### src/rtl/pet_needs_engine.sv
`default_nettype none
// ============================================================================
// Module   : pet_needs_engine
// Brief    : Need/health meters for the virtual pet. Needs decay on a
//            seconds timer and are raised by care pulses. Critical needs
//            drain health, and zero health latches death. A test mode
//            freezes time and allows direct edits of every meter.
// Revision : 1.0 - initial release
// ============================================================================
module pet_needs_engine #(
    parameter int NUM_NEEDS   = 4,
    parameter int LEVEL_W     = 3,
    parameter int LEVEL_MAX   = 5,
    parameter int TICK_CYCLES = 50000000,
    parameter int DECAY_SEC   = 30,
    parameter int CRIT_LEVEL  = 2,
    parameter int CRIT_SEC    = 20,
    parameter int MOOD_MID    = 3
) (
    input  logic                             clk,
    input  logic                             rst,
    input  logic [NUM_NEEDS-1:0]             care_pulse,
    input  logic                             heal_pulse,
    input  logic                             test_toggle,
    input  logic                             test_sel,
    input  logic                             test_inc,
    input  logic                             test_dec,
    output logic [NUM_NEEDS*LEVEL_W-1:0]     levels,
    output logic [LEVEL_W-1:0]               health,
    output logic [1:0]                       mood,
    output logic                             dead,
    output logic                             test_mode,
    output logic [$clog2(NUM_NEEDS+1)-1:0]   test_ch,
    output logic                             sec_tick
);

    localparam int c_ch_w   = $clog2(NUM_NEEDS + 1);
    localparam int c_tick_w = (TICK_CYCLES > 1) ? $clog2(TICK_CYCLES) : 1;
    localparam int c_dec_w  = $clog2(DECAY_SEC + 1);
    localparam int c_crit_w = $clog2(CRIT_SEC + 1);

    localparam logic [c_tick_w-1:0] c_tick_last  = c_tick_w'(TICK_CYCLES - 1);
    localparam logic [c_dec_w-1:0]  c_decay_last = c_dec_w'(DECAY_SEC - 1);
    localparam logic [c_crit_w-1:0] c_crit_last  = c_crit_w'(CRIT_SEC - 1);
    localparam logic [LEVEL_W-1:0]  c_lvl_max    = LEVEL_W'(LEVEL_MAX);
    localparam logic [LEVEL_W-1:0]  c_crit_lvl   = LEVEL_W'(CRIT_LEVEL);
    localparam logic [LEVEL_W-1:0]  c_mood_mid   = LEVEL_W'(MOOD_MID);
    localparam logic [c_ch_w-1:0]   c_health_ch  = c_ch_w'(NUM_NEEDS);

    logic [c_tick_w-1:0] r_tick_cnt;
    logic                r_sec_tick;
    logic [LEVEL_W-1:0]  r_level [NUM_NEEDS];
    logic [c_dec_w-1:0]  r_dtmr  [NUM_NEEDS];
    logic [c_crit_w-1:0] r_ctmr;
    logic [LEVEL_W-1:0]  r_health;
    logic [1:0]          r_mood;
    logic                r_dead;
    logic                r_test_mode;
    logic [c_ch_w-1:0]   r_test_ch;

    logic [LEVEL_W-1:0]  w_level_nxt [NUM_NEEDS];
    logic [c_dec_w-1:0]  w_dtmr_nxt  [NUM_NEEDS];
    logic [NUM_NEEDS-1:0] w_decay;
    logic [c_crit_w-1:0] w_ctmr_nxt;
    logic [LEVEL_W-1:0]  w_health_nxt;
    logic                w_dead_nxt;
    logic                w_test_mode_nxt;
    logic [c_ch_w-1:0]   w_test_ch_nxt;
    logic                w_any_crit;
    logic                w_active;
    logic                w_edit;
    logic                w_penalty;
    logic                w_low;
    logic                w_mid;
    logic [1:0]          w_mood_nxt;

    function automatic logic [LEVEL_W-1:0] f_sat_inc(input logic [LEVEL_W-1:0] v);
        return (v >= c_lvl_max) ? c_lvl_max : v + 1'b1;
    endfunction

    function automatic logic [LEVEL_W-1:0] f_sat_dec(input logic [LEVEL_W-1:0] v);
        return (v == '0) ? '0 : v - 1'b1;
    endfunction

    // Free-running seconds prescaler; keeps running in test mode and after death.
    always_ff @(posedge clk or posedge rst) begin
        if (rst) begin
            r_tick_cnt <= '0;
            r_sec_tick <= 1'b0;
        end else if (r_tick_cnt == c_tick_last) begin
            r_tick_cnt <= '0;
            r_sec_tick <= 1'b1;
        end else begin
            r_tick_cnt <= r_tick_cnt + 1'b1;
            r_sec_tick <= 1'b0;
        end
    end

    // Next-state for needs, health, timers, test mode and death.
    always_comb begin
        w_level_nxt     = r_level;
        w_dtmr_nxt      = r_dtmr;
        w_decay         = '0;
        w_ctmr_nxt      = r_ctmr;
        w_health_nxt    = r_health;
        w_dead_nxt      = r_dead;
        w_test_mode_nxt = r_test_mode;
        w_test_ch_nxt   = r_test_ch;
        w_penalty       = 1'b0;
        w_any_crit      = 1'b0;
        w_active        = !r_dead && !r_test_mode;
        w_edit          = !r_dead && r_test_mode && (test_inc ^ test_dec);

        for (int i = 0; i < NUM_NEEDS; i++) begin
            if (r_level[i] < c_crit_lvl) w_any_crit = 1'b1;
        end

        for (int i = 0; i < NUM_NEEDS; i++) begin
            w_decay[i] = r_sec_tick && (r_dtmr[i] == c_decay_last);
            if (w_active) begin
                if (care_pulse[i]) begin
                    // Care cancels a coincident decay; either way the timer restarts.
                    w_dtmr_nxt[i] = '0;
                    if (!w_decay[i]) w_level_nxt[i] = f_sat_inc(r_level[i]);
                end else if (r_sec_tick) begin
                    if (w_decay[i]) begin
                        w_dtmr_nxt[i]  = '0;
                        w_level_nxt[i] = f_sat_dec(r_level[i]);
                    end else begin
                        w_dtmr_nxt[i] = r_dtmr[i] + 1'b1;
                    end
                end
            end else if (w_edit && (r_test_ch == c_ch_w'(i))) begin
                w_level_nxt[i] = test_inc ? f_sat_inc(r_level[i]) : f_sat_dec(r_level[i]);
            end
        end

        if (w_active) begin
            if (!w_any_crit) begin
                w_ctmr_nxt = '0;
            end else if (r_sec_tick) begin
                if (r_ctmr == c_crit_last) begin
                    w_penalty  = 1'b1;
                    w_ctmr_nxt = '0;
                end else begin
                    w_ctmr_nxt = r_ctmr + 1'b1;
                end
            end
            if (heal_pulse && !w_penalty) w_health_nxt = f_sat_inc(r_health);
            else if (w_penalty && !heal_pulse) w_health_nxt = f_sat_dec(r_health);
        end else if (w_edit && (r_test_ch == c_health_ch)) begin
            w_health_nxt = test_inc ? f_sat_inc(r_health) : f_sat_dec(r_health);
        end

        if (!r_dead && r_test_mode && test_sel) begin
            w_test_ch_nxt = (r_test_ch == c_health_ch) ? '0 : r_test_ch + 1'b1;
        end
        if (!r_dead && test_toggle) begin
            w_test_mode_nxt = !r_test_mode;
            if (!r_test_mode) w_test_ch_nxt = '0;
        end

        // Reaching zero health kills the pet on the same update.
        if (!r_dead && (w_health_nxt == '0)) begin
            w_dead_nxt      = 1'b1;
            w_test_mode_nxt = 1'b0;
            for (int i = 0; i < NUM_NEEDS; i++) w_level_nxt[i] = '0;
        end
    end

    // Mood from the currently held meters, so it trails level changes by one cycle.
    always_comb begin
        w_low = (r_health < c_mood_mid);
        w_mid = (r_health == c_mood_mid);
        for (int i = 0; i < NUM_NEEDS; i++) begin
            w_low = w_low | (r_level[i] < c_mood_mid);
            w_mid = w_mid | (r_level[i] == c_mood_mid);
        end
        if (r_dead)     w_mood_nxt = 2'd3;
        else if (w_low) w_mood_nxt = 2'd2;
        else if (w_mid) w_mood_nxt = 2'd1;
        else            w_mood_nxt = 2'd0;
    end

    // State registers for meters, timers, mode and mood.
    always_ff @(posedge clk or posedge rst) begin
        if (rst) begin
            for (int i = 0; i < NUM_NEEDS; i++) begin
                r_level[i] <= c_lvl_max;
                r_dtmr[i]  <= '0;
            end
            r_ctmr      <= '0;
            r_health    <= c_lvl_max;
            r_mood      <= 2'd0;
            r_dead      <= 1'b0;
            r_test_mode <= 1'b0;
            r_test_ch   <= '0;
        end else begin
            r_level     <= w_level_nxt;
            r_dtmr      <= w_dtmr_nxt;
            r_ctmr      <= w_ctmr_nxt;
            r_health    <= w_health_nxt;
            r_mood      <= w_mood_nxt;
            r_dead      <= w_dead_nxt;
            r_test_mode <= w_test_mode_nxt;
            r_test_ch   <= w_test_ch_nxt;
        end
    end

    generate
        for (genvar g = 0; g < NUM_NEEDS; g++) begin : g_pack
            assign levels[g*LEVEL_W +: LEVEL_W] = r_level[g];
        end
    endgenerate

    assign health    = r_health;
    assign mood      = r_mood;
    assign dead      = r_dead;
    assign test_mode = r_test_mode;
    assign test_ch   = r_test_ch;
    assign sec_tick  = r_sec_tick;

endmodule
`default_nettype wire

### config.mk
export PLATFORM = sky130hd
export DESIGN_NAME = pet_needs_engine
export DESIGN_NICKNAME = d
export VERILOG_FILES = /design/src/rtl/pet_needs_engine.sv
export SDC_FILE = /design/constraint.sdc
export NUM_CORES = 1
export LEC_CHECK = 0
export BUFFER_PORTS_ARGS = -buffer_cell sky130_fd_sc_hd__buf_2
export CORE_MARGIN = 2
export CORE_UTILIZATION = 65
export DETAILED_ROUTE_END_ITERATION = 10
export PLACE_DENSITY = 0.84
export SYNTH_ARGS = -nofsm -noshare
export SYNTH_HDL_FRONTEND = slang
export SYNTH_SLANG_ARGS = --single-unit
### constraint.sdc
create_clock -name clk -period 7.6 [get_ports clk]
set_clock_uncertainty 0.15 [all_clocks]
set_input_delay 0 -clock clk [delete_from_list [all_inputs] [get_ports clk]]
set_output_delay 0 -clock clk [all_outputs]
set_load 0.01 [all_outputs]
Yosys cells after proc, flatten, opt, wreduce, memory -nomap -nowiden
Cells that the tools add are included.
Widths: inputs -> output; s select.
{"block": "classes", "n_addsub": 17, "magnitude_cmp": 14, "n_eq_ne": 28, "muxes": 78, "bitwise_logic": 9, "reduce_logical": 46}
{"op": "$mux 3", "count": 47}
{"op": "$mux 5", "count": 15}
{"op": "$ne 4x3->1 const B", "count": 12}
{"op": "$lt 3x2->1 const B", "count": 9}
{"op": "$add 26x1->26 const B", "count": 1}
{"op": "$eq 26x26->1 const B", "count": 1}
{"op": "$mux 26", "count": 1}
{"op": "$add 5x1->5 const B", "count": 5}
{"op": "$eq 5x5->1 const B", "count": 5}
{"op": "$eq 3x2->1 const B", "count": 7}
{"op": "$logic_not 3->1", "count": 7}
{"op": "$add 3x1->3 const B", "count": 6}
{"op": "$logic_and 1x1->1", "count": 17}
{"op": "$reduce_and 4->1", "count": 4}
{"op": "$ge 3x3->1 const B", "count": 5}
{"op": "$sub 3x1->3 const B", "count": 5}
{"op": "$mux 1", "count": 12}
{"op": "$mux 12", "count": 1}
{"op": "$reduce_bool 3->1", "count": 4}
{"op": "$reduce_and 2->1", "count": 5}
{"op": "$reduce_bool 2->1", "count": 5}
{"op": "$or 1x1->1", "count": 8}
{"op": "$logic_not 1->1", "count": 4}
{"op": "$mux 2", "count": 2}
{"op": "4 further kinds", "count": 4}
{"block": "word_totals", "regBits": 74, "in_bits": 11, "out_inout_bits": 23, "wordCells": 208}

Depth between registers and ports, before layout
{"block": "logic_depth", "depth_word": 15, "mapped_depth": 12, "ltp_nobuf": 10}

Worst setup path before layout
OpenSTA, ideal clock, no wires.
{"block": "synth_path", "kind": "flip-flop to flip-flop", "start": "register r_health[0], in the netlist health[0]", "end": "register r_level (netlist bit levels[10])", "setup_ns": 0.123, "arrival_time_ns": 2.706, "t_required_ns": 7.327, "slack_ns": 4.620, "path_stages_with_launch": 12, "n_path_buf": 1, "period_less_slack_ns": 2.980, "path_cell_list": "dfstp_2 > buf_2 > inv_1 > ha_1 > or4b_1 > nand4_1 > a2bb2oi_1 > o311a_1 > a2111oi_2 > or3_1 > o21ai_1 > o2bb2ai_1"}
{"block": "synth_via", "elab_chain_cells": 9, "word_cells_on_any_way": 19, "cone_classes": "2 x add/sub; 1 x order compare; 3 x eq/ne; 8 x mux; 5 x reduce/logical"}
{"element": "start, declared", "line_no": "55", "rtl": "logic [LEVEL_W-1:0] r_health;"}
{"element": "start signal, assigned", "line_no": "193", "rtl": "r_health <= c_lvl_max;"}
{"element": "start signal, assigned", "line_no": "202", "rtl": "r_health <= w_health_nxt;"}
{"element": "$sub 3x1->3, or another cell as far along", "line_no": "82", "rtl": "return (v == '0) ? '0 : v - 1'b1;"}
{"element": "$mux 3 (on tied branches)", "line_no": "82, 78"}
{"element": "$mux 3 (on tied branches)", "line_no": "152, 150"}
{"element": "$mux 3 (on tied branches)", "line_no": "151, 149"}
{"element": "$mux 3 (*)", "line_no": "138", "rtl": "if (w_active) begin"}
{"element": "net w_health_nxt[2]", "line_no": "65", "rtl": "logic [LEVEL_W-1:0] w_health_nxt;"}
{"element": "$logic_not 3->1 (*)", "line_no": "164", "rtl": "if (!r_dead && (w_health_nxt == '0)) begin"}
{"element": "$logic_and 1x1->1 (*)", "line_no": "164"}
{"element": "$ne 4x3->1 (no line) / $reduce_bool 3->1 (equally long branches)"}
{"element": "$reduce_and 4->1 (no line)"}
{"element": "end signal, assigned by index", "line_no": "189", "rtl": "r_level[i] <= c_lvl_max;"}
{"element": "end signal, assigned", "line_no": "199", "rtl": "r_level <= w_level_nxt;"}
{"element": "end, declared", "line_no": "52", "rtl": "logic [LEVEL_W-1:0] r_level [NUM_NEEDS];"}
The timed path passes the listed nets; every way through them passes the cells marked *.
A chain may end at the register's enable or synchronous reset.

Final worst setup path
{"block": "layout_path", "start": "register r_health[0], in the netlist health[0]", "end": "register r_level (netlist bit levels[2])"}
Same word-level chain as after synthesis.

==> results.toml <==
[timing]
rsz0062_at_grt = "false"
setup_viol = 0
worst_slack_ns = 4.40
worstMarginPinSlew_ns = 1.04
fmax_mhz = 312
finalCritPeriodShare_pct = 42.2
final_hold_viol_count = 0
whs_ns = 0.0859
finalMaxSlewViolations = 0
fin_setup_tns_ns = 0
period_needed_ns = 3.20
slew_headroom_pct = 30.2

[setup_path]
crit_slowest_cell = "dfstp_2"
cp_max_fo = 12
worst-r2r-setup-slack_ns = 4.40
cp.arrival_ns = 3.33
path_class = "reg -> reg"
path_depth = 10
rr_worst_depth = 10
crit_path_start = "health[0]$_DFF_PP1_"
r2r-start = "health[0]$_DFF_PP1_"
cp_cell_sequence = "inv_1 -> ha_1 -> or4b_1 -> nand4_1 -> a2bb2oi_1 -> o311a_1 -> a2111oi_2 -> or3_1 -> o21ai_1 -> o2bb2ai_1"
cp-start-kind = "flop"
cp-end-kind = "flop"
max_stage_delay_ns = 0.66
cp.required_ns = 7.72
r2r-end = "levels[2]$_DFFE_PP1P_"
cp_num_buf_inv = 1
critPathCapture = "levels[2]$_DFFE_PP1P_"
cp_top_family = "simple AND/OR/NAND/NOR gates"

[synth]
yosys.area_share.simple_pct = 19.6
ys_async_sr_fraction_pct = 100
syn_inst = 542
ys_top_cells_by_count = "dfrtp_1 (64), nand2_1 (63), ha_1 (44), nor2_1 (42), o21ai_0 (38)"
yosys.area_share.adder_pct = 11.4
synth-compound-area-share_pct = 19.5
netlist_area_sq_um = 4840
ys_ff_latch = 74
synth_top_family_by_area = "simple AND/OR/NAND/NOR gates"
synth_warnings = 0
synthFlopType = "dfrtp_1"
synth_xor_area_share_pct = 5.06
ys_seq_area_share_pct = 38.5
synth_edf_count = 0
yosysMostFrequentCell = "dfrtp_1"
synthMuxAreaShare_pct = 1.89
yosysTopAreaCellShare_pct = 33.1
syn-num-nets = 597
syn_avg_cell_area_sq_um = 8.94
synth_cell_types = 62
yosys.area.top_type = "dfrtp_1"
synth_area_leaders = "dfrtp_1 (33%), ha_1 (11%), dfstp_2 (5.4%)"

[floorplan]
io_pins = 34
start_util_pct = 66.8
core.rowCount = 31
die_h_um = 90.3
die-area_sq_um = 8160
core_sq_um = 7250
die_w_um = 90.3

[power]
combPwrFrac_pct = 6.6
p_sw_mw = 0.193
p_leak_nw = 2.42
clock_power_share_pct = 45.0
switching_share_pct = 23.3
internal-power_mw = 0.634
peakVddDrop_mv = 0.146
seqPwrFrac_pct = 48.4
p_per_area_nw_per_um2 = 154

[cts]
clock_sinks = 74
root_buffer = "clkbuf_8"
h-tree-depth = 3
cts_buffers = 9
postCtsSetupRepairBufs = 0
cts_tree = "yes"
cts_buffer_depth = 2
postCtsResizedCells = 0
clk_pin_slew_ns = 0.08
clkLatencyLatePin_ns = 0.36

[global_routing]
grt_pass1_vias = 3937
antenna_found_initial = 0
grt_start_max_net_pins = 75
grt_pass1_wl_um = 18400
gr-total-overflow = 0
track_usage_pct = 27.7

[route]
via_per_inst = 6.00
drt_iter0_drc = 320
ant_nets = 0
vias = 4091
drc = 0
dr.pass1.iters = 7
routed_wl_um = 10800
post_drt_wl_per_cell_um = 15.9

[place]
dpl_worst_slack_ns = 4.46
routabilityCongestion = 0.907
portBuffers = 33
placed_area_sq_um = 5070
dpl.hpwl_um = 7560

[layout]
nets = 634
antenna_cells = 0
final_cell_area_sq_um = 5380
utilization_pct = 74.2
syn_to_final_growth_pct = 11.1
drive_above_1_share_pct = 12.7
fillers = 567

[flow_run]
drv_cap = 0

[hold_path]
hold_path_class = "in -> reg"

[status]
status = "completed"
-- timing repair --
item	in CTS	in global routing
hold buffers	7	0
endpoints found under the setup margin	0	0
hold endpoints to repair	84	0
-- cells in the final DEF, fill, tap and decap left out, types with 9 or more instances in the layout --
master	count
o21ai_0	38
nor2_1	42
nand3_1	24
dfstp_2	10
nand2_1	63
ha_1	44
nor3_1	10
a21oi_1	31
clkbuf_8	9
or3_1	10
dfrtp_1	64
buf_2	33
inv_1	31
o21ai_1	11
xnor2_1	15
xor2_1	13
o2bb2ai_1	13
-- per-stage QoR --
stage | std cells | power, mW
floorplan | 542 | 0.443
global placement | 660 | 0.457
detailed placement | 660 | 0.459
CTS | 682 | 0.830
global route | 682 | 0.854
finish | 682 | 0.828
-- tightest hold or removal path, delay by kind of cell --
family | cells | cell delay, ns
compound gates | 3 | 0.42
buf+inv | 1 | 0.15
-- layout make-up --
class / count / area [sq um] / share of cell area [%]
clock inverters: 6 / 115 / 2.14
flip-flops and latches: 74 / 1860 / 34.7
well taps: 99 / 124 / 2.30
clock buffers: 9 / 124 / 2.30
repair buffers: 42 / 250 / 4.65
inverters: 32 / 120 / 2.23
multi-input cells: 420 / 2780 / 51.7
-- worst min path at each step --
stage	from	end	slack [ns]	depth (start not counted)
3_5_place_dp	care_pulse[2]	r_dtmr[7]$_DFFE_PP0P_	0.16	2
3_3_place_gp	care_pulse[1]	r_dtmr[12]$_DFFE_PP0P_	0.14	2
6_report	test_inc	health[2]$_DFF_PP1_	0.09	4
5_1_grt	test_inc	health[2]$_DFF_PP1_	0.11	4
2_1_floorplan	care_pulse[3]	r_dtmr[4]$_DFFE_PP0P_	-0.04	1
4_1_cts	test_inc	health[2]$_DFF_PP1_	0.08	4
-- power groups by stage --
stage	clock network, mW	logic, mW	registers [mW]
detailed placement	0	0.0516	0.408
global placement	0	0.0499	0.408
CTS	0.375	0.0547	0.400
floorplan	0	0.0349	0.408
global route	0.392	0.0612	0.401
finish	0.373	0.0546	0.400
-- per-layer routing --
metal  vias to the layer above  global-route usage (%)  share of wire (%)
li1                       1998                       -                  -
met3                        13                    4.84                4.4
met1                      1973                    35.6                 43
met2                       107                    47.6                 51
met5                         -                       0                  0
met4                         0                    9.62                1.4
-- cells by family (layout without fill, tap and decap cells) --
kind of cell | after synthesis | after routing
adder cells (fa/ha/maj) | 44 | 44
AND/OR/NAND/NOR | 195 | 195
XOR/XNOR | 28 | 28
multiplexers | 9 | 9
buffers and inverters | 48 | 89
AO/OA/AOI/OAI | 144 | 144
flip-flops | 74 | 74
-- state kept, by name, summed over array words and instances, names as in the netlist --
name        flops
r_tick_cnt     26
r_dtmr         20
levels         12
r_ctmr          5
health          3
test_ch         3
mood            2
dead            1
sec_tick        1
test_mode       1
Power figures use the tool's default switching activity.
